$ cat config.mk
export PLATFORM = sky130hd
export DESIGN_NAME = sync_fifo_prog
export DESIGN_NICKNAME = d
export VERILOG_FILES = /design/src/rtl/sync_fifo_prog.sv
export SDC_FILE = /design/constraint.sdc
export NUM_CORES = 1
export LEC_CHECK = 0
export ABC_AREA = 1
export BUFFER_PORTS_ARGS = -buffer_cell sky130_fd_sc_hd__buf_4
export CORE_MARGIN = 5
export CORE_UTILIZATION = 50
export DETAILED_ROUTE_END_ITERATION = 10
export PLACE_DENSITY = 0.69
export SYNTH_ARGS = -nofsm -noshare
export SYNTH_HDL_FRONTEND = slang
export SYNTH_SLANG_ARGS = --single-unit
export TNS_END_PERCENT = 20
$ cat constraint.sdc
create_clock -name clk -period 2.65 [get_ports clk]
set_input_delay 0.265 -clock clk [delete_from_list [all_inputs] [get_ports clk]]
set_output_delay 0.265 -clock clk [all_outputs]
set_load 0.01 [all_outputs]
$ cat src/rtl/sync_fifo_prog.sv
// sync_fifo_prog: single-clock FIFO with programmable almost-full/almost-empty
// thresholds, registered fill count and sticky overflow/underflow flags.
//
// Build option: define SYNC_FIFO_FWFT_EN for first-word-fall-through reads
// (rdata shows the head entry whenever rempty=0). When it is left undefined,
// rdata is a register loaded on each accepted read.
//
// Ports:
//   clk           - clock, all state updates on its rising edge
//   rst           - asynchronous active-high reset
//   wdata/winc    - write data and write request
//   rinc          - read request
//   err_clr       - clears the sticky overflow/underflow flags
//   rdata         - read data
//   wfull/rempty  - full / empty flags (registered)
//   walmost_full  - count >= AF_LEVEL (registered)
//   ralmost_empty - count <= AE_LEVEL (registered)
//   count         - fill level 0..2**ASIZE (registered)
//   overflow      - sticky: write attempted while full
//   underflow     - sticky: read attempted while empty
module sync_fifo_prog #(
  parameter int unsigned DSIZE    = 8,
  parameter int unsigned ASIZE    = 4,
  parameter int unsigned AF_LEVEL = 14,
  parameter int unsigned AE_LEVEL = 2
) (
  input  logic             clk,
  input  logic             rst,
  input  logic [DSIZE-1:0] wdata,
  input  logic             winc,
  input  logic             rinc,
  input  logic             err_clr,
  output logic [DSIZE-1:0] rdata,
  output logic             wfull,
  output logic             rempty,
  output logic             walmost_full,
  output logic             ralmost_empty,
  output logic [ASIZE:0]   count,
  output logic             overflow,
  output logic             underflow
);

  localparam int unsigned PW    = ASIZE + 1;
  localparam int unsigned DEPTH = 1 << ASIZE;

  logic [DSIZE-1:0] r_mem [DEPTH];
  logic [PW-1:0]    r_wptr;
  logic [PW-1:0]    r_rptr;
  logic [PW-1:0]    r_count;
  logic             r_wfull;
  logic             r_rempty;
  logic             r_walmost_full;
  logic             r_ralmost_empty;
  logic             r_overflow;
  logic             r_underflow;

  logic             w_wr_en;
  logic             w_rd_en;
  logic [PW-1:0]    w_wptr_nxt;
  logic [PW-1:0]    w_rptr_nxt;
  logic [PW-1:0]    w_count_nxt;
  logic             w_wfull_nxt;
  logic             w_rempty_nxt;
  logic             w_ovf_evt;
  logic             w_udf_evt;

  // Acceptance depends only on registered flags, so no winc/rinc -> flag path.
  assign w_wr_en   = winc & ~r_wfull;
  assign w_rd_en   = rinc & ~r_rempty;
  assign w_ovf_evt = winc & r_wfull;
  assign w_udf_evt = rinc & r_rempty;

  assign w_wptr_nxt  = r_wptr + PW'(w_wr_en);
  assign w_rptr_nxt  = r_rptr + PW'(w_rd_en);
  // Modular pointer difference yields 0..DEPTH thanks to the extra wrap bit.
  assign w_count_nxt = w_wptr_nxt - w_rptr_nxt;

  assign w_wfull_nxt  = (w_wptr_nxt[ASIZE] != w_rptr_nxt[ASIZE]) &&
                        (w_wptr_nxt[ASIZE-1:0] == w_rptr_nxt[ASIZE-1:0]);
  assign w_rempty_nxt = (w_wptr_nxt == w_rptr_nxt);

  // Storage array: deliberately not reset.
  always_ff @(posedge clk) begin
    if (w_wr_en && !rst) begin
      r_mem[r_wptr[ASIZE-1:0]] <= wdata;
    end
  end

  // Pointers, count and status flags.
  always_ff @(posedge clk or posedge rst) begin
    if (rst) begin
      r_wptr          <= '0;
      r_rptr          <= '0;
      r_count         <= '0;
      r_wfull         <= 1'b0;
      r_rempty        <= 1'b1;
      r_walmost_full  <= 1'b0;
      r_ralmost_empty <= 1'b1;
      r_overflow      <= 1'b0;
      r_underflow     <= 1'b0;
    end else begin
      r_wptr          <= w_wptr_nxt;
      r_rptr          <= w_rptr_nxt;
      r_count         <= w_count_nxt;
      r_wfull         <= w_wfull_nxt;
      r_rempty        <= w_rempty_nxt;
      r_walmost_full  <= (32'(w_count_nxt) >= AF_LEVEL);
      r_ralmost_empty <= (32'(w_count_nxt) <= AE_LEVEL);
      // A new error on the clearing edge keeps the flag set.
      r_overflow      <= w_ovf_evt | (r_overflow  & ~err_clr);
      r_underflow     <= w_udf_evt | (r_underflow & ~err_clr);
    end
  end

`ifdef SYNC_FIFO_FWFT_EN
  // Head entry is visible whenever the FIFO holds data; zero when empty.
  assign rdata = r_rempty ? '0 : r_mem[r_rptr[ASIZE-1:0]];
`else
  logic [DSIZE-1:0] r_rdata;

  // Read data register, loaded only on an accepted read.
  always_ff @(posedge clk or posedge rst) begin
    if (rst) begin
      r_rdata <= '0;
    end else if (w_rd_en) begin
      r_rdata <= r_mem[r_rptr[ASIZE-1:0]];
    end
  end

  assign rdata = r_rdata;
`endif

  assign wfull         = r_wfull;
  assign rempty        = r_rempty;
  assign walmost_full  = r_walmost_full;
  assign ralmost_empty = r_ralmost_empty;
  assign count         = r_count;
  assign overflow      = r_overflow;
  assign underflow     = r_underflow;

endmodule

; Yosys cells after proc, flatten, opt, wreduce, memory -nomap -nowiden
; Memory sizes are Yosys's and may differ from the RTL's. A register that Yosys moved wholly into a read port is not among the register bits.
; Cells that the tools add are included.
[classes]
eq_ne = 3
reduce_logical = 3
mux = 2
bitwise_logic = 11
magnitude_cmp = 2
addsub = 3
[ops]
columns = op, n
row1 = adder 5 x 1 -> 5 bit, 2
row2 = AND 1 bit, 6
row3 = == test 5 bit, 1
row4 = "greater-or-equal comparator 5 x 4 -> 1 bit, second input constant", 1
row5 = "less-or-equal comparator 5 x 2 -> 1 bit, second input constant", 1
row6 = subtractor 5 bit, 1
row7 = == test 4 bit, 1
row8 = inverter 1 bit, 3
row9 = logical AND 1 bit, 2
row10 = 2-to-1 mux 1 bit, 2
row11 = OR 1 bit, 2
row12 = logical NOT 1 bit, 1
row13 = inequality test 1 bit, 1
[word_totals]
n_memories = 1
regBits = 21
wordCells = 34
mem_bits_rw = 128
[memory_table]
columns = name, depth, word_bits, rd, rd_ports_with_merged_regs, wr, line_no
row1 = r_mem, 16, 8, 1, 1, 1, 46  ; logic [DSIZE-1:0] r_mem [DEPTH];

; Longest topological paths before layout
; Gate-level depths: netlist of the first run.
[logic_depth]
depth_word = 5
mapped_depth = 15
mapped_depth_nobuf = 15

; Worst setup path after synthesis of the first run
; Ideal clock, no wire load.
[synth_timing]
path_kind = reg-to-reg
start = register r_rempty (netlist: rempty)
end = register r_walmost_full (netlist: walmost_full)
n_path_buf = 0
stages_incl_launch_ff = 14
t_arrival_ns = 2.021
synth_period_minus_slack_ns = 2.137
path_slack_ns = 0.513
required_time_ns = 2.534
cell_sequence = dfstp_2 > nor2_2 > ha_1 > ha_1 > xnor2_1 > ha_1 > nor2_1 > inv_1 > nand3_1 > nand2_1 > nand2_2 > nand2_2 > inv_2 > nand2_1
[synth_via]
elab_chain_len = 5
[synth_lines]
columns = item, line_no
row1 = from (decl), 51  ; logic r_rempty;
row2 = from (signal assigned), 106  ; r_rempty <= w_rempty_nxt;
row3 = inverter 1 bit, 69  ; assign w_rd_en = rinc & ~r_rempty;
row4 = AND 1 bit, 69
row5 = adder 5 x 1 -> 5 bit, 74  ; assign w_rptr_nxt = r_rptr + PW'(w_rd_en);
row6 = named net w_rptr_nxt[1], 60  ; logic [PW-1:0] w_rptr_nxt;
row7 = subtractor 5 bit, 76  ; assign w_count_nxt = w_wptr_nxt - w_rptr_nxt;
row8 = named net w_count_nxt[4], 61  ; logic [PW-1:0] w_count_nxt;
row9 = greater-or-equal comparator 5 x 4 -> 1 bit, 107  ; r_walmost_full <= (32'(w_count_nxt) >= AF_LEVEL);
row10 = to (signal assigned), 107
row11 = to (decl), 52  ; logic r_walmost_full;
; The timed path passes the listed nets, and every way through them passes these cells.

; Worst setup path after layout of the first run
; Same ends and word-level chain as after synthesis.

==> flow_summary_export.csv, run 1 <==
group,metric,value,unit
route,postRouteWirelength,14.74,mm
final_layout,drive_gt1_frac,0.1713,
critical_path,crit_path_end_kind,"flip-flop",
critical_path,startpoint_type,"flip-flop",
route,postRouteAntennaNets,0,
clock_tree,clock-sinks,157,
synthesis,syn-instance-count,585,
synthesis,synth_flop_cell,"edfxtp_1",
global_routing,antenna_found_initial,0,
power_and_ir_drop,combPwrFrac,0.396,
sta,worstMarginPinSlew,1.064,ns
synthesis,syn_avg_cell_area,11.39,um2
power_and_ir_drop,power_leakage,3.014,nW
route,vias,4381,
sta,fin_crit,2.387,ns
global_routing,grt_pass1_vias,4345,
final_layout,syn2layout_area_growth,14.63,%
clock_tree,htreeDepth,4,
power_and_ir_drop,ir_worst_vdd,0.7877,mV
global_routing,grt_max_degree,47,
synthesis,yosys-top-cells-area,"edfxtp_1, dfrtp_1, nand2_1",
synthesis,syn-cell-area,6661,um2
route,vias_per_cell,5.317,
worst_hold_path,min_path_type,"input pin to flip-flop",
final_layout,diodes,0,
power_and_ir_drop,switchingPower,0.003422,W
placement,post-dp-hpwl,9.750,mm
route,drt_first_pass_iters,5,
clock_tree,clk_path_buf_depth,2,
clock_tree,cts_tree,"yes",
worst_hold_path,hold-path-cell-count,2,
route,drt_iter0_markers,372,
floorplan,dieArea,15730,um2
critical_path,max_stage_delay,0.37,ns
critical_path,path_cells,"nor2_2 > ha_1 > ha_1 > xnor2_1 > ha_1 > nor2_1 > inv_1 > nand3_1 > nand2_1 > nand2_2 > nand2_2 > inv_2 > nand2_1",
synthesis,synth.net_count,606,
status,status,"finished, final reports clean",
power_and_ir_drop,clkPwrFrac,0.241,
placement,portBuffers,31,
floorplan,io_pins,32,
sta,rsz0062_at_grt,"no",
critical_path,slowest_stage,"dfstp_2",
synthesis,yosysTopAreaCellShare,0.5770,
route,drc,0,
synthesis,yosys.area.top_type,"edfxtp_1",
clock_tree,postCtsResizedCells,0,
sta,max-slew-margin-rel,0.2900,
synthesis,yosysUniqueCellTypes,31,
power_and_ir_drop,finalPower,0.008853,W
final_layout,fillers,1088,
synthesis,synthArstFlopShare,0.1847,
critical_path,path_class,"flip-flop to flip-flop",
sta,drv_slew,0,
floorplan,initial_utilization,0.5070,
critical_path,critPathArrivalTime,2.70,ns
clock_tree,cts_setup_buffers,0,
sta,setup_tns,0,ns
critical_path,crit_top_cell,"ha_1",
floorplan,rows,42,
global_routing,grt-ovfl-total,0,
critical_path,worst-path-max-fanout,10,
power_and_ir_drop,sw_frac_of_total,0.3865,
global_routing,grt_pass1_wl,23.55,mm
floorplan,coreArea,13140,um2
placement,gp_congestion,0.8655,
power_and_ir_drop,internal_power,0.005431,W
floorplan,fp.dieH,125.4,um
sta,hold_viol_final,0,
synthesis,yosysWarnings,0,
sta,hold_slack,0.04037,ns
floorplan,fp.dieW,125.4,um
synthesis,synth_edf_count,128,
global_routing,grtUsageTotal,0.1970,
route,wl_per_cell,17.88,um
critical_path,crit_required,2.97,ns
power_and_ir_drop,pwr-share-seq,0.363,
sta,final.setup_skew,0.005389,ns
run,cap_violations,0,
synthesis,yosysSeqAreaShare,0.6863,
power_and_ir_drop,p_per_area,1159,nW/um2
synthesis,ys_seq_elements,157,
clock_tree,clock_latency,0.42,ns
clock_tree,root_buffer,"clkbuf_16",
clock_tree,cts_buffers,17,
critical_path,reg2reg_depth,13,
clock_tree,hold_buffers,0,
sta,finalSetupViolCount,0,
sta,max_freq,0.4190,GHz
sta,finalCritPeriodShare,0.9007,
final_layout,nNetsFinal,656,
clock_tree,cts.clk_slew.worst_paths,0.06,ns
[final cells by class]
cell class                 count  area (um2)  share of cell area
clock buffer                  20       436.7             0.05719
clock inverter                12       78.83             0.01032
inverter                      33       136.4             0.01786
multi-input combinational    373        1793              0.2348
sequential                   157        4573              0.5989
tap                          176       220.2             0.02884
timing repair buffer          53       397.9             0.05211
[cells in the final DEF (no fill, tap or decap), types with 6 or more instances in the layout]
master / instances
inv_1: 25
nand3_1: 20
clkbuf_16: 17
a21boi_1: 9
nand2_2: 14
a21boi_0: 8
dfrtp_1: 26
a21oi_1: 18
o21ai_0: 38
o22ai_1: 16
nor2_1: 67
o21ai_1: 12
inv_2: 6
nand2_1: 145
clkinv_2: 6
ha_1: 8
buf_4: 53
edfxtp_1: 128
[Yosys cell counts (3+ instances only)]
cell type and number:
nor3_1 3, buf_2 8, nand4_1 5, nor2_1 67, a21oi_1 18, o21ai_0 38
a21boi_1 9, inv_2 6, dfrtp_1 27, o22ai_1 16, a21boi_0 8, nand3_1 20
nand2_4 3, edfxtp_1 128, ha_1 8, nand2_1 145, inv_1 25, buf_4 6
o21ai_1 12, buf_6 6, nand2_2 14
[worst max-delay path: cells and delay by family, from the launching register on]
family,cells,cell delay [ns]
fa+ha+maj,3,0.83
simple gates,7,0.81
flops,1,0.37
xor+xnor,1,0.15
buf+inv,2,0.13
[sequential cells by signal, indices dropped and copies added, names as in the netlist, 5 cells and up]
name,count
count,5
rdata,8
r_wptr,5
r_mem,128
r_rptr,5
[metrics by stage]
step	area, um2	utilization	setup WS, ns	cells
4_1_cts	7636	0.5812	0.2661	824
6_report	7636	0.5812	0.2631	824
3_5_place_dp	7121	0.5420	0.3022	792
5_1_grt	7636	0.5812	0.07318	824
2_1_floorplan	6661	-	0.5125	585
3_3_place_gp	7121	0.5420	0.3537	792
[metal layers]
metal	routed length, um	vias up	share of wire	GRT usage
met5	0	-	0	0
met3	801	22	0.054	0.04009
met4	349	0	0.024	0.07717
li1	-	2111	-	-
met1	6249	2120	0.42	0.2556
met2	7336	128	0.50	0.3272
[kinds of logic after synthesis]
family,share of synthesized area
AND/OR/NAND/NOR,0.1645
adder cells (fa/ha/maj),0.01503
XOR/XNOR,0.001315
flip-flops,0.6863
AO/OA/AOI/OAI,0.08828
buffers and inverters,0.04451
[power by group through the flow]
stage          combinational, W  sequential [W]  clock [W]
2_1_floorplan           0.00249         0.00324          0
3_3_place_gp            0.00341         0.00324          0
3_5_place_dp            0.00349         0.00325          0
4_1_cts                 0.00352         0.00321    0.00217
5_1_grt                 0.00392         0.00324    0.00228
6_report                0.00351         0.00321    0.00214
[path summary, 6_finish.rpt]
path | startpoint | endpoint | slack, ns
min | err_clr | underflow | 0.04
max in group asynchronous | rst | r_rptr[0] | 1.81
max reg2reg | rempty | walmost_full | 0.26
min in group asynchronous | rst | count[2] | 0.12
max | rempty | walmost_full | 0.26
min reg2reg | rdata[3] | rdata[3] | 0.48
Note: power is estimated with default switching activity, not from simulation.
==> run 2: changes to the inputs <==
Settings changed: ABC_AREA 1 to default.
==> run 2 against run 1 <==
- maximum frequency is 4.3% lower
- global-route usage is 1.8 points lower
- wire length is 15% lower
- total power is 2.7% higher
- highest routed layer unchanged
- largest cell class unchanged
- via count is 31% lower
==> flow_summary_export.csv, run 2 <==
group,metric,value,unit
status,status,"finished, final reports clean",
route,postRouteWirelength,12.46,mm
sta,finalCritPeriodShare,0.9410,
sta,max-slew-margin-rel,0.6904,
critical_path,rr_endpoint,"walmost_full",
placement,place_inst,526,
final_layout,diodes,0,
sta,final.setup_skew,0.008965,ns
floorplan,fp.dieW,122.6,um
global_routing,grt_pass1_vias,3180,
critical_path,max_stage_delay,0.54,ns
sta,rsz0062_at_grt,"no",
final_layout,layout.cells.non_filler,558,
floorplan,coreArea,12520,um2
placement,gp_congestion,0.8090,
route,postRouteAntennaNets,0,
sta,hold_viol_final,0,
final_layout,final_cell_area,7621,um2
final_layout,largest_reg_flops,128,
critical_path,slowest_stage,"dfstp_2",
route,wl_per_cell,22.33,um
global_routing,busiest_layer,"met2",
critical_path,worst-path-max-fanout,5,
global_routing,antenna_found_initial,0,
synthesis,ys_seq_elements,157,
synthesis,syn-cell-area,6334,um2
placement,post-dp-hpwl,7.689,mm
synthesis,yosys-top-cells-area,"edfxtp_1, dfrtp_1, mux4_1",
worst_hold_path,min_path_type,"input pin to flip-flop",
route,drt_iter0_markers,235,
synthesis,syn_avg_cell_area,20.97,um2
run,cap_violations,0,
global_routing,grt_util_met1,0.2349,
clock_tree,cts_setup_buffers,0,
synthesis,syn-instance-count,302,
clock_tree,root_buffer,"clkbuf_16",
final_layout,final_cell_mix,"edfxtp_1, buf_4, dfrtp_1",
clock_tree,htreeDepth,4,
global_routing,grt-ovfl-total,0,
critical_path,startpoint_type,"flip-flop",
critical_path,path_class,"flip-flop to flip-flop",
critical_path,path_cells,"nor2b_1 > ha_1 > ha_4 > xnor2_1 > ha_1 > o311ai_0 > nand3b_1 > xor2_1 > a221o_1",
worst_hold_path,hold-path-cell-count,2,
sta,fin_crit,2.494,ns
final_layout,syn2layout_area_growth,20.33,%
synthesis,synth_edf_count,128,
critical_path,critical-path-top-delay-family,"adder cells",
global_routing,grt_max_degree,33,
synthesis,synthArstFlopShare,0.1847,
sta,hold_slack,0.04995,ns
synthesis,synthTopCellsByCount,"edfxtp_1, dfrtp_1, mux4_1, mux4_2, nor2_1",
synthesis,yosysTopAreaCellShare,0.6069,
final_layout,nNetsFinal,394,
route,vias,3034,
clock_tree,clock-sinks,157,
clock_tree,hold_buffers,0,
critical_path,critPathArrivalTime,2.79,ns
sta,finalSetupViolCount,0,
synthesis,synth.net_count,323,
global_routing,grtUsageTotal,0.1786,
synthesis,yosysUniqueCellTypes,35,
critical_path,crit_path_end_kind,"flip-flop",
worst_hold_path,holdCritStartpoint,"err_clr",
synthesis,yosysWarnings,0,
route,drt_first_pass_iters,4,
clock_tree,cts.clk_slew.worst_paths,0.06,ns
power_and_ir_drop,p_per_area,1193,nW/um2
global_routing,grt_use_met2,0.2937,
critical_path,r2r_start,"rempty",
clock_tree,cts_tree,"yes",
floorplan,initial_utilization,0.5060,
floorplan,dieArea,15020,um2
power_and_ir_drop,ir_worst_vdd,0.5744,mV
critical_path,crit_required,2.95,ns
final_layout,drive_gt1_frac,0.3264,
power_and_ir_drop,power_leakage,2.806,nW
synthesis,yosys.area.top_type,"edfxtp_1",
synthesis,synth_flop_cell,"edfxtp_1",
route,vias_per_cell,5.437,
clock_tree,cts_buffers,17,
global_routing,use_met3,0.04516,
worst_hold_path,whs_endpoint,"overflow",
sta,drv_slew,0,
clock_tree,clock_latency,0.42,ns
placement,portBuffers,31,
route,drc,0,
floorplan,rows,41,
sta,max_freq,0.4010,GHz
synthesis,yosysMostFrequentCell,"edfxtp_1",
synthesis,yosysSeqAreaShare,0.7218,
critical_path,reg2reg_depth,9,
clock_tree,clk_path_buf_depth,2,
critical_path,r2r_setup_slack,0.16,ns
sta,worstMarginPinSlew,0.4644,ns
global_routing,grt_pass1_wl,18.57,mm
floorplan,io_pins,32,
critical_path,path_buf_inv,0,
floorplan,fp.dieH,122.6,um
sta,setup_tns,0,ns
final_layout,layout_commonest_cell,"edfxtp_1",
clock_tree,postCtsResizedCells,0,
placement,place_area,6962,um2
critical_path,crit_top_cell,"ha_1",
-- run 2: cell types whose count changed in the layout (fill, tap and decap cells not counted), moves of 18 or more --
cell     delta
nor2_1     -52
nand2_1   -139
o21ai_0    -36
a21oi_1    -18
mux4_1     +24
-- run 2: through the flow --
step           setup WS (ns)  utilization  power [W]
2_1_floorplan        0.07068            -   0.005562
3_3_place_gp          0.1330       0.5562   0.006385
5_1_grt              0.01987       0.6089   0.009546
3_5_place_dp         0.06536       0.5562   0.006448
4_1_cts              0.01514       0.6078   0.009107
6_report              0.1563       0.6089   0.009089
-- run 2: worst max-delay path by stage --
stage | start | end | slack [ns] | depth (start not counted)
after floorplan | rempty | ralmost_empty | 0.07 | 8
after global placement | winc | ralmost_empty | 0.13 | 9
after detailed placement | winc | ralmost_empty | 0.07 | 9
after CTS | wfull | ralmost_empty | 0.02 | 9
after global routing | rempty | walmost_full | 0.02 | 9
final | rempty | walmost_full | 0.16 | 9
-- run 2: area by class of cell --
cell class | instances | area (um2)
flip-flops and latches | 157 | 4573
well taps | 172 | 215.2
multi-input cells | 121 | 1645
clock buffers | 18 | 429.2
repair buffers | 65 | 500.5
fillers | 907 | 4896
inverters | 11 | 41.29
clock inverters | 14 | 216.5
-- run 2: layer usage --
layer | wire (um) | up-vias
li1 | - | 1365
met1 | 5372 | 1576
met2 | 6377 | 78
met3 | 560 | 15
met4 | 149 | 0
met5 | 0 | -
-- run 2: report_power, final --
group / internal (W) / switching [W] / total (W)
registers: 0.00305 / 0.000187 / 0.00323
logic: 0.00168 / 0.00154 / 0.00322
clock network: 0.00168 / 0.000961 / 0.00264
-- run 2: kinds of logic (layout without fill, tap and decap cells) --
| logic type | count (synthesis) | in the layout | synth area share |
|---|---|---|---|
| compound gates | 6 | 6 | 0.007113 |
| xor+xnor | 15 | 15 | 0.02193 |
| flops | 157 | 157 | 0.7218 |
| buf+inv | 24 | 108 | 0.02252 |
| fa+ha+maj | 10 | 10 | 0.01897 |
| mux | 48 | 48 | 0.1754 |
| simple gates | 42 | 42 | 0.03220 |
